===== src/rtl/irq_arb_pkg.sv =====
// Shared types and helpers for the interrupt request arbiter.
// Combinational helpers only; no latency, no flow control.
package irq_arb_pkg;

  localparam int NREQ = 8;
  localparam int IDXW = 3;

  typedef enum logic {
    IDLE  = 1'b0,
    GRANT = 1'b1
  } state_t;

  function automatic logic [NREQ-1:0] onehot(input logic [IDXW-1:0] idx);
    onehot      = '0;
    onehot[idx] = 1'b1;
  endfunction

  // Assumes a one-hot input; returns 0 for an all-zero word.
  function automatic logic [IDXW-1:0] oh_idx(input logic [NREQ-1:0] oh);
    oh_idx = '0;
    for (int i = 0; i < NREQ; i++) begin
      if (oh[i]) oh_idx = IDXW'(i);
    end
  endfunction

endpackage


===== src/rtl/irq_req_arbiter_rr_pick.sv =====
// Round-robin selector: first set pending bit at or after ptr, wrapping mod 8.
// Purely combinational (zero latency); no flow control of its own.
module rr_pick
  import irq_arb_pkg::*;
(
  input  logic [NREQ-1:0] pending,
  input  logic [IDXW-1:0] ptr,
  output logic            any,
  output logic [IDXW-1:0] sel_idx
);

  logic [IDXW-1:0] cand;

  // Scan from the farthest offset down so the nearest one to ptr is written last.
  always_comb begin
    any     = |pending;
    sel_idx = ptr;
    cand    = '0;
    for (int i = NREQ - 1; i >= 0; i--) begin
      cand = ptr + IDXW'(i);
      if (pending[cand]) sel_idx = cand;
    end
  end

endmodule


===== src/rtl/irq_req_arbiter.sv =====
// Edge-capturing round-robin request arbiter feeding the 8-to-3 encoder; req edge to grant is 2 cycles.
// Grant is held until ack; en_n=1 holds off new grants while pending keeps accumulating.
module irq_req_arbiter
  import irq_arb_pkg::*;
#(
  parameter int N = NREQ
) (
  input  logic         clk,
  input  logic         rst_n,
  input  logic         en_n,
  input  logic [N-1:0] req,
  input  logic         ack,
  output logic [N-1:0] grant,
  output logic         valid,
  output logic [N-1:0] pending
);

  logic [N-1:0]    req_q;
  logic [N-1:0]    pending_q, pending_d;
  logic [N-1:0]    grant_q, grant_d;
  logic            valid_q, valid_d;
  logic [IDXW-1:0] ptr_q, ptr_d;
  state_t          state_q, state_d;
  logic [N-1:0]    rise;
  logic [N-1:0]    clr;
  logic            any;
  logic [IDXW-1:0] sel_idx;

  rr_pick u_pick (
    .pending (pending_q),
    .ptr     (ptr_q),
    .any     (any),
    .sel_idx (sel_idx)
  );

  always_ff @(posedge clk or negedge rst_n) begin
    if (!rst_n) begin
      state_q   <= IDLE;
      req_q     <= '0;
      pending_q <= '0;
      grant_q   <= '0;
      valid_q   <= 1'b0;
      ptr_q     <= '0;
    end else begin
      state_q   <= state_d;
      req_q     <= req;
      pending_q <= pending_d;
      grant_q   <= grant_d;
      valid_q   <= valid_d;
      ptr_q     <= ptr_d;
    end
  end

  always_comb begin
    state_d = state_q;
    case (state_q)
      IDLE:    if (!en_n && any) state_d = GRANT;
      GRANT:   if (ack)          state_d = IDLE;
      default:                   state_d = IDLE;
    endcase
  end

  always_comb begin
    rise    = req & ~req_q;
    clr     = '0;
    ptr_d   = ptr_q;
    grant_d = grant_q;
    valid_d = valid_q;
    case (state_q)
      IDLE: begin
        if (!en_n && any) begin
          grant_d = onehot(sel_idx);
          valid_d = 1'b1;
        end else begin
          grant_d = '0;
          valid_d = 1'b0;
        end
      end
      GRANT: begin
        // en_n is deliberately ignored here: an issued grant always runs to ack.
        if (ack) begin
          clr     = grant_q;
          ptr_d   = oh_idx(grant_q) + 3'd1;
          grant_d = '0;
          valid_d = 1'b0;
        end
      end
      default: begin
        grant_d = '0;
        valid_d = 1'b0;
      end
    endcase
    // A rise on a bit being cleared keeps it pending.
    pending_d = (pending_q & ~clr) | rise;
  end

  assign grant   = grant_q;
  assign valid   = valid_q;
  assign pending = pending_q;

endmodule

===== config.mk =====
export PLATFORM = sky130hd
export DESIGN_NAME = irq_req_arbiter
export DESIGN_NICKNAME = d
export VERILOG_FILES = /design/src/rtl/irq_arb_pkg.sv /design/src/rtl/irq_req_arbiter_rr_pick.sv /design/src/rtl/irq_req_arbiter.sv
export SDC_FILE = /design/constraint.sdc
export NUM_CORES = 1
export LEC_CHECK = 0
export CAP_MARGIN = 20
export CORE_ASPECT_RATIO = 0.75
export CORE_MARGIN = 4
export CORE_UTILIZATION = 55
export DETAILED_ROUTE_END_ITERATION = 16
export PLACE_DENSITY = 0.81
export SYNTH_ARGS = -nofsm -noshare
export SYNTH_HDL_FRONTEND = slang
export SYNTH_SLANG_ARGS = --single-unit
export TNS_END_PERCENT = 20

===== constraint.sdc =====
create_clock -name clk -period 3.95 [get_ports clk]
set_input_delay 0.395 -clock clk [delete_from_list [all_inputs] [get_ports clk]]
set_output_delay 0.395 -clock clk [all_outputs]
set_load 0.02 [all_outputs]

Word-level counts from Yosys, hierarchy flattened:

Index checks and enable logic that the tools add are counted.

* register bits after elaboration: 29
* output and inout bits: 17
* input bits: 12

* bitwise operators: 6
* mux-type cells: 45
* reduce and logical (&&, ||, !) cells: 5
* equality and inequality tests: 1
* add/subtract/negate cells: 8
* magnitude comparators: 10

Operators by type and width (count)
* $mux W3: 16
* $lt A3 B4 Y1 const B: 9
* $mux W8: 4
* $bmux W1 S3: 8
* $and A8 B8 Y8: 2
* $not A8 Y8: 2
* $pmux W8 S2: 1
* $mux W1: 13
* $add A3 B3 Y3 const B: 4
* $or A8 B8 Y8: 1
* $reduce_or A8 Y1: 1
* $add A3 B1 Y3 const B: 2
* $add A3 B2 Y3 const B: 2
* $pmux W1 S2: 2
* $demux W1 S3: 1
* $ge A3 B1 Y1 const B: 1
* $logic_and A1 B1 Y1: 2
* $ne A2 B2 Y1 const B: 1
* $reduce_and A2 Y1: 1
* $logic_not A1 Y1: 1
* $not A1 Y1: 1

Logic depth before layout (Yosys ltp):

Gate-level depths: netlist of run 1.

* depth after elaboration: 17
* gate-level depth with buffers: 12

Hierarchy:

Synthesis of run 1 repeated with hierarchy kept, for this count alone.

* cells, all modules: 186
* area total of the unflattened synthesis: 1998.2 µm²

Modules (own cells, without submodules)
* irq_req_arbiter: area an instance 1123.6 µm², cells each 92, instances 1
* rr_pick: area an instance 874.6 µm², cells each 94, instances 1

Worst setup path after synthesis of run 1:

No wires, ideal clock.

* path type: register -> register
* start: register ptr_q[0]
* end: register grant_q[0] (netlist: grant[0])
* arrival: 3.129 ns
* stages on the path, launching flop included: 13
* clock period less this slack: 3.250 ns
* path slack: 0.700 ns
* cell sequence: dfrtp_1 buf_6 clkbuf_1 inv_1 ha_1 buf_2 mux4_2 mux2_4 o221ai_2 a21oi_1 o41ai_2 a21oi_1 a32o_1

* word-level cells in the longest chain between the ends: 17
* elaborated cells on any way between the ends: 38

RTL lines
* start: declaration: line irq_req_arbiter.sv:22 `logic [IDXW-1:0] ptr_q, ptr_d;`
* start signal: assignment: line irq_req_arbiter.sv:50 `ptr_q <= ptr_d;`
* $add A3 B3 Y3: line irq_req_arbiter_rr_pick.sv:20 `cand = ptr + IDXW'(i);`
* $bmux W1 S3: line irq_req_arbiter_rr_pick.sv:21 `if (pending[cand]) sel_idx = cand;`
* $mux W1 (implied by the code): line irq_req_arbiter_rr_pick.sv:21
* $mux W3 (7 in a row): line irq_req_arbiter_rr_pick.sv:21
* $mux W3 (*): line irq_req_arbiter_rr_pick.sv:21
* $lt A3 B4 Y1 (implied by the code) or $ge A3 B1 Y1 (tied branches): line irq_arb_pkg.sv:15 `onehot[idx] = 1'b1;`
* $logic_and A1 B1 Y1 (implied by the code): line irq_arb_pkg.sv:15
* $mux W1 (implied by the code): line irq_arb_pkg.sv:15
* $demux W1 S3 (*): line irq_arb_pkg.sv:15
* $mux W8 (*): line irq_req_arbiter.sv:71 `if (!en_n && any) begin`
* $pmux W8 S2 (*): line irq_req_arbiter.sv:69 `case (state_q)`
* end signal: assignment: line irq_req_arbiter.sv:48 `grant_q <= grant_d;`
* end: declaration: line irq_req_arbiter.sv:20 `logic [N-1:0] grant_q, grant_d;`

Every way passes the cells marked *; elsewhere a longest branch is shown, timed or not. The select of a mux whose other input is x is not followed.
A chain may end at the register's enable or synchronous reset.

Final worst setup path of run 1:

* start: register ptr_q[0]
* end: register grant_q[1] (netlist: grant[1])

The elaborated chain is that of the path after synthesis.

==> impl_results.md, run 1 <==
* Top cells by area, synth: dfrtp_1, nand2_1, mux4_2, mux4_1, mux2i_1
* Share of layout cells above drive strength 1 at 11.8%
* MaxCap Viol Count at 0
* RSZ-0062 raised after global routing: false
* Die area at 4890 um^2
* Post-CTS Resized at 0
* Netlist cell types at 51
* Area of the mapped netlist at 2100 um^2
* Worst-Skew Late Latency at 0.27 ns
* Yosys reg bits at 29
* Nature of the critical path endpoint: flip-flop
* CP dominant cell by count: a21oi_1
* Placed instance area at 2390 um^2
* Non-Filler Cell Area, Final at 2470 um^2
* Total congestion overflow at 0
* Buffers on Ports at 28
* CTS HTree Levels at 2
* I/O pin count at 29
* Total Power at 1.52 mW
* Fin cells at 297
* Largest net degree at the start of global routing at 30
* IR drop worst, VDD at 341 uV
* Post-DRT Antenna Nets at 0
* Clock-pin slew on the worst setup and hold paths at 0.06 ns
* Die Y at 61.6 um
* Worst hold slack at 0.420 ns
* Most common cell after layout, fill and taps aside: nand2_1
* Core box area at 3660 um^2
* WS Path Type: flip-flop to flip-flop
* Synthesized area per cell at 9.35 um^2
* Num CTS Buffers at 5
* First-iteration detailed-routing DRC count at 168
* Initial Util at 57.5%
* CTS root buf: clkbuf_8
* Outcome: completed
* # hold bufs at CTS at 0
* Initial antenna violation count at 0
* Slew Limit Fails at 0
* PD cells at 613 nW/um^2
* Bufs and invs on worst path at 1
* Most common flop cell mapped by yosys: dfrtp_1
* Diode count at 0
* Deepest clock path buffer count at 2
* Syn-to-layout area delta at 17.6%
* Nets at 260
* Die Wd at 79.4 um
* Final WL at 5240 um
* Final hold vios at 0
* Leakage at 1.00 nW
* Setup violations, final at 0
* Commonest non-fill, non-tap cells in the layout: nand2_1, dfrtp_1, clkdlybuf4s50_1, o21ai_0, inv_1
* GPL Wtd Cong at 0.905
* Via density at 6.26
* WP data arrival at 3.21 ns
* Vias at 1860
* GRT Total Usage at 22.9%
* Synth async-reset ratio at 100%
* Inst Count DP at 290
* DRT Pass-1 Iters at 4
* TritonCTS clock tree: done
* Worst clock skew at 0.00547 ns
* Synthesized instance count at 225
* Delay-heaviest family, CP: compound AO/OA/AOI/OAI gates
* Vias in the first global route at 1706
* First-pass GRT wire length at 8510 um
* Worst path slowest cell: ha_1
* Crit-path cells: inv_1 > ha_1 > mux4_2 > mux2_4 > o221ai_2 > a21oi_1 > o41ai_2 > a21oi_1 > a32o_1
* Fmax at 328 MHz
* Tmin final at 3.05 ns
* Ys Warns at 0
* Worst-margin pin slew at 0.708 ns
* Slew headroom at 52.8%
* EDFF count, synth at 0
* Hold Crit Class: flip-flop to flip-flop
* Number of setup buffers added after CTS at 0
* Type of origin of the critical path: flip-flop
* Crit share post-route at 77.2%
* Routed len/inst at 17.7 um
* Synth top area share at 34.5%
* Cell Rows at 19
* Register area share after synthesis at 34.5%
* Crit-path max cell delay at 0.57 ns
* Post-Route Setup TNS at 0 ns
* Syn nets at 240
* Post-DP HPWL at 3770 um
* CP Data Required Time at 4.11 ns
* Synth area leader: dfrtp_1
* Residual DRC at 0
* Critical path fanouts, max at 11
* Clock Sink Count at 29
## kinds of logic (layout without fill, tap and decap cells)
family / after synthesis / in the layout / synth area share, %
buffers and inverters: 33 / 53 / 6.66
xor gates and xnor gates: 4 / 4 / 1.66
muxes: 28 / 28 / 20.7
DFF: 29 / 29 / 34.5
AOI/OAI and AO/OA: 54 / 54 / 18.7
and+or+nand+nor: 74 / 74 / 16.1
adders and majority gates: 3 / 3 / 1.78
## worst paths after layout
check / startpoint / endpoint / slack (ns) / cells after the start
max in group asynchronous: rst_n / valid / 3.17 / 2
worst min-delay path: req_q[3] / pending[3] / 0.42 / 1
worst max-delay path: ptr_q[0] / grant[1] / 0.90 / 9
worst min register to register: req_q[3] / pending[3] / 0.42 / 1
worst max register to register: ptr_q[0] / grant[1] / 0.90 / 9
min in group asynchronous: rst_n / req_q[4] / 0.51 / 2
## power by group
group	total [mW]	leakage, nW	internal (mW)	switching (mW)
sequential	0.431	0.338	0.343	0.0880
clock	0.245	0.0443	0.138	0.107
combinational	0.840	0.617	0.370	0.470
total	1.52	1.00	0.851	0.665
## through the flow
step	setup slack (ns)	util (%)
finish	0.899	67.6
global route	0.729	67.6
CTS	0.929	67.6
detailed placement	0.941	65.2
global placement	1.01	65.2
floorplan	0.700	-
## synth_stat cells (2+ instances only)
master,n
o21ai_0,18
and2_1,2
ha_1,3
a21o_1,2
nand2b_1,2
nand3_1,4
clkbuf_2,2
buf_2,5
mux2i_1,9
o31ai_1,5
o211ai_1,2
xor2_1,3
nor3_1,3
nand4_1,2
clkbuf_1,9
inv_1,14
mux4_2,6
nand2_1,38
a21oi_1,6
nor4_1,4
a32o_1,4
or3_1,4
a211oi_1,2
mux4_1,4
dfrtp_1,29
mux2_2,8
nor2_1,11
## final cells by class
| type | count | area (um^2) |
|---|---|---|
| Multi-Input combinational cell | 163 | 1240 |
| Clock buffer | 7 | 86.3 |
| Timing Repair Buffer | 31 | 303 |
| Sequential cell | 29 | 726 |
| Fill cell | 310 | 1190 |
| Tap cell | 52 | 65.1 |
| Inverter | 15 | 56.3 |
## metal layers
layer | GRT usage [%] | up-vias | wire length (um)
met5 | 0 | - | 0
met4 | 2.70 | 0 | 17
met3 | 5.85 | 5 | 510
met2 | 37.2 | 82 | 2330
met1 | 32.3 | 912 | 2390
li1 | - | 861 | -
## flip-flops by register name, indices dropped and copies added, names as in the netlist
register and cells:
grant 8, pending 8, ptr_q 3, req_q 8, state_q 1, valid 1
No activity file was read; power rests on OpenSTA's default activity.
==> inputs of run 2 (changes only) <==
--- a/config.mk
+++ b/config.mk
@@ -8,9 +8,9 @@
 export CAP_MARGIN = 20
 export CORE_ASPECT_RATIO = 0.75
 export CORE_MARGIN = 4
-export CORE_UTILIZATION = 55
+export CORE_UTILIZATION = 50
 export DETAILED_ROUTE_END_ITERATION = 16
-export PLACE_DENSITY = 0.81
+export PLACE_DENSITY = 0.78
 export SYNTH_ARGS = -nofsm -noshare
 export SYNTH_HDL_FRONTEND = slang
 export SYNTH_SLANG_ARGS = --single-unit
==> constraint.sdc (replaced) <==
create_clock -name clk -period 2.78 [get_ports clk]
set_input_delay 0.278 -clock clk [delete_from_list [all_inputs] [get_ports clk]]
set_output_delay 0.278 -clock clk [all_outputs]
set_load 0.02 [all_outputs]
==> run 2 against run 1 <==
  * Non-clock buffer count up 14
  * Register-to-register slack worse by 0.80 ns
  * Final cell count up 6.1%
==> impl_results.md, run 2 (synthesized netlist as in run 1, its figures left out) <==
* Buffers on Ports at 28
* DRT Pass-1 Iters at 5
* Worst R2R Setup Slack at 0.10 ns
* Tmin final at 2.68 ns
* Setup violations, final at 0
* WP data arrival at 2.85 ns
* GRT Total Usage at 21.6%
* WS Path Type: flip-flop to flip-flop
* First-pass GRT wire length at 9250 um
* Reg-to-reg endpoint: grant[0]
* CTS root buf: clkbuf_8
* Slew Limit Fails at 0
* Critical path fanouts, max at 8
* Deepest clock path buffer count at 2
* Leakage at 1.07 nW
* Vias in the first global route at 1828
* Post-DRT Antenna Nets at 0
* RR Startpoint: ptr_q[1]
* PD cells at 910 nW/um^2
* Residual DRC at 0
* Worst setup startpoint: ptr_q[1]
* Worst clock skew at 0.00640 ns
* Crit-path max cell delay at 0.43 ns
* Worst-Skew Late Latency at 0.28 ns
* Nature of the critical path endpoint: flip-flop
* CP Data Required Time at 2.95 ns
* TritonCTS clock tree: done
* Power share of the clock group at 13.9%
* Hold Crit Class: input pin to asynchronous set/reset pin
* Sw Share at 43.4%
* Clock-pin slew on the worst setup and hold paths at 0.06 ns
* WL met3 at 463 um
* Sequential power share at 25.5%
* Diode count at 0
* Post-DP HPWL at 4080 um
* Path depth of the worst reg2reg path at 9
* Type of origin of the critical path: flip-flop
* Combinational share of power at 60.6%
* Internal power at 1.34 mW
* Via density at 6.11
* Fmax at 373 MHz
* CTS HTree Levels at 2
* Nets at 274
* Die area at 5320 um^2
* M1 wire length at 2630 um
* Final hold vios at 0
* Total Power at 2.37 mW
* Crit-path cells: inv_4 > ha_4 > mux4_2 > mux2_4 > o221ai_2 > a21oi_1 > o41ai_2 > a21oi_2 > a32o_1
* Bufs and invs on worst path at 1
* Syn-to-layout area delta at 23.8%
* GPL Wtd Cong at 0.875
* Top Layer Used: met4
* Worst-margin pin slew at 0.616 ns
* MaxCap Viol Count at 0
* Switching Power at 1.03 mW
* Cell Rows at 20
* Slew headroom at 58.8%
* Crit share post-route at 96.4%
* IR drop worst, VDD at 486 uV
* Total congestion overflow at 0
* Commonest non-fill, non-tap cells in the layout: nand2_1, dfrtp_1, clkdlybuf4s50_1, o21ai_0, buf_4
* Outcome: completed
* Final WL at 5670 um
* Most common cell after layout, fill and taps aside: nand2_1
* Delay-heaviest family, CP: compound AO/OA/AOI/OAI gates
* Initial Util at 51.9%
* Die Y at 64.2 um
* First-iteration detailed-routing DRC count at 154
* Inst Count DP at 301
* Initial antenna violation count at 0
* Core box area at 4050 um^2
* Num CTS Buffers at 5
* Met2 WL at 2480 um
* Worst path slowest cell: dfrtp_2
* Share of layout cells above drive strength 1 at 19.2%
* Fillers at 351
* # hold bufs at CTS at 0
* Clock Sink Count at 29
* Fin cells at 315
* I/O pin count at 29
* Largest net degree at the start of global routing at 30
* Vias at 1924
* Routed len/inst at 18.0 um
* Die Wd at 82.9 um
## run 2: layout make-up
class                           instances  area [um^2]  share of cell area, %
Multi-Input combinational cell        163         1260                   48.5
Timing Repair Buffer                   45          405                   15.6
Tap cell                               55         68.8                   2.64
Clock buffer                            6         72.6                   2.79
Sequential cell                        29          727                   27.9
Inverter                               15         58.8                   2.26
Clock inverter                          2         10.0                  0.384
## run 2: metal layers
metal / vias to the layer above / GRT usage, %
met1: 923 / 30.5
met5: - / 0
met3: 13 / 6.19
li1: 886 / -
met2: 102 / 32.2
met4: 0 / 6.33
## run 2: metrics by stage
stage	hold slack [ns]	utilization [%]	TNS [ns]	area (um^2)	setup WS, ns
floorplan	-0.0176	-	0	2150	0.0280
global placement	0.403	61.0	0	2470	0.130
detailed placement	0.407	61.0	0	2470	0.0522
CTS	0.402	63.0	0	2550	0.0429
global route	0.422	64.3	-0.00278	2610	-0.00278
finish	0.396	64.3	0	2610	0.101
## run 2: timing repair
action,CTS,global route
setup buffers,0,6
gates resized for setup,0,3
endpoints found under the setup margin,0,8
## run 2: worst max path at each step
stage	end	slack (ns)	depth (start not counted)
global placement	grant[0]	0.13	9
detailed placement	grant[0]	0.05	9
global route	grant[0]	-0.003	9
finish	grant[0]	0.10	9
floorplan	grant[0]	0.03	12
CTS	grant[0]	0.04	9
## run 2: power by group through the flow
stage	Sequential (mW)	Combinational [mW]	Clock (mW)
floorplan	0.583	1.02	0
global placement	0.604	1.30	0
detailed placement	0.604	1.32	0
CTS	0.598	1.33	0.337
global route	0.617	1.56	0.361
finish	0.604	1.44	0.329
==> inputs of run 3 (changes only) <==
--- a/config.mk
+++ b/config.mk
@@ -8,9 +8,10 @@
 export CAP_MARGIN = 20
 export CORE_ASPECT_RATIO = 0.75
 export CORE_MARGIN = 4
-export CORE_UTILIZATION = 50
+export CORE_UTILIZATION = 30
 export DETAILED_ROUTE_END_ITERATION = 16
-export PLACE_DENSITY = 0.78
+export PLACE_DENSITY = 0.52
+export SKIP_LAST_GASP = 1
 export SYNTH_ARGS = -nofsm -noshare
 export SYNTH_HDL_FRONTEND = slang
 export SYNTH_SLANG_ARGS = --single-unit
==> run 3 against run 2 <==
  * Worst hold slack lost 0.012 ns
  * Final cell count grew 10%
  * Register-to-register slack is essentially flat
  * Clock-buffer cell count shrank 1
  * Critical endpoint is now grant[6]
==> impl_results.md, run 3 (synthesized netlist as in run 1, its figures left out) <==
* Syn-to-layout area delta at 31.2%
* Die Wd at 105 um
* Num CTS Buffers at 5
* Deepest clock path buffer count at 2
* CTS HTree Levels at 2
* Initial Util at 31.0%
* Fmax at 371 MHz
* RR Startpoint: ptr_q[1]
* Final WL at 5820 um
* Die Y at 80.5 um
* Type of origin of the critical path: flip-flop
* First-pass GRT wire length at 9540 um
* Crit-path cells: inv_4 > ha_4 > mux4_2 > mux2_4 > o221ai_2 > a21oi_1 > o41ai_4 > nand3b_2 > o31ai_1
* Vias in the first global route at 1843
* GPL Wtd Cong at 0.859
* Total Power at 2.50 mW
* Nature of the critical path endpoint: flip-flop
* Via density at 5.43
* Worst-margin pin slew at 0.562 ns
* Final WS setup at 0.0868 ns
* Largest net degree at the start of global routing at 30
* Slew headroom at 62.5%
* Critical path fanouts, max at 8
* WP data arrival at 2.88 ns
* Diode count at 0
* Path depth of the worst reg2reg path at 9
* Worst hold slack at 0.383 ns
* Initial antenna violation count at 0
* Total congestion overflow at 0
* Fin util at 40.6%
* Nets at 278
* Tmin final at 2.69 ns
* Crit share post-route at 96.9%
* Buffers on Ports at 28
* Commonest non-fill, non-tap cells in the layout: nand2_1, dfrtp_1, clkdlybuf4s50_1, o21ai_0, buf_4
* Leakage at 1.11 nW
* Share of layout cells above drive strength 1 at 22.0%
* Worst path slowest cell: dfrtp_1
* Post-DP HPWL at 4260 um
* Worst-Skew Late Latency at 0.28 ns
* MaxCap Viol Count at 0
* Clock Sink Count at 29
* CP Data Required Time at 2.96 ns
* Residual DRC at 0
* Crit-path max cell delay at 0.43 ns
* Reg-to-reg endpoint: grant[6]
* Worst clock skew at 0.00391 ns
* RSZ-0062 raised after global routing: false
* TritonCTS clock tree: done
* Post-DRT Antenna Nets at 0
* Slew Limit Fails at 0
* Worst R2R Setup Slack at 0.09 ns
* Cell Rows at 26
* DRT Pass-1 Iters at 5
* Bufs and invs on worst path at 1
* Delay-heaviest family, CP: compound AO/OA/AOI/OAI gates
* IR drop worst, VDD at 327 uV
* WS Path Type: flip-flop to flip-flop
* CTS root buf: clkbuf_8
* Core box area at 6800 um^2
* Post-Route Setup TNS at 0 ns
* Routed len/inst at 16.7 um
* Most common cell after layout, fill and taps aside: nand2_1
* GRT Total Usage at 14.3%
* Outcome: completed
* Vias at 1890
* Final hold vios at 0
* First-iteration detailed-routing DRC count at 104
* Hold Crit Class: input pin to asynchronous set/reset pin
* Die area at 8430 um^2
* # hold bufs at CTS at 0
* Place WS at 0.0666 ns
* Setup violations, final at 0
* Clock-pin slew on the worst setup and hold paths at 0.07 ns
* PD cells at 907 nW/um^2
* I/O pin count at 29
## run 3: metal layers
| metal | up-vias | track usage [%] | wire length [um] |
|---|---|---|---|
| met2 | 78 | 20.7 | 2470 |
| met4 | 0 | 5.64 | 96 |
| met1 | 904 | 20.6 | 2880 |
| li1 | 899 | - | - |
| met5 | - | 0 | 0 |
| met3 | 9 | 2.89 | 377 |
## run 3: area by class of cell
class,count,area [um^2]
sequential,29,727
tap,84,105
clock buffer,5,68.8
multi-input combinational,163,1280
timing repair buffer,49,493
clock inverter,3,22.5
fill,665,4040
inverter,15,58.8
## run 3: worst max path at each step
stage                    end  cells after the start     start  slack (ns)
floorplan           grant[0]                     12  ptr_q[0]        0.03
global placement    grant[4]                      7  ptr_q[1]        0.07
detailed placement  grant[6]                      9  ptr_q[0]        0.07
CTS                 grant[4]                      9  ptr_q[0]        0.04
global route        grant[3]                      7  ptr_q[1]       0.001
finish              grant[6]                      9  ptr_q[1]        0.09
## run 3: what timing repair did
item                       4_1_cts  5_1_grt
setup endpoints to repair        0        8
resized for setup                0       12
buffers inserted                 0        5
## run 3: report_power, final
part	total, mW	internal (mW)	switching, mW
clock	0.349	0.175	0.174
sequential	0.596	0.490	0.106
combinational	1.56	0.771	0.789
## run 3: stage by stage
step,cell area (um^2),instances
after floorplan,2150,225
after global placement,2560,334
after detailed placement,2560,334
after CTS,2650,342
after global routing,2760,348
final,2760,348
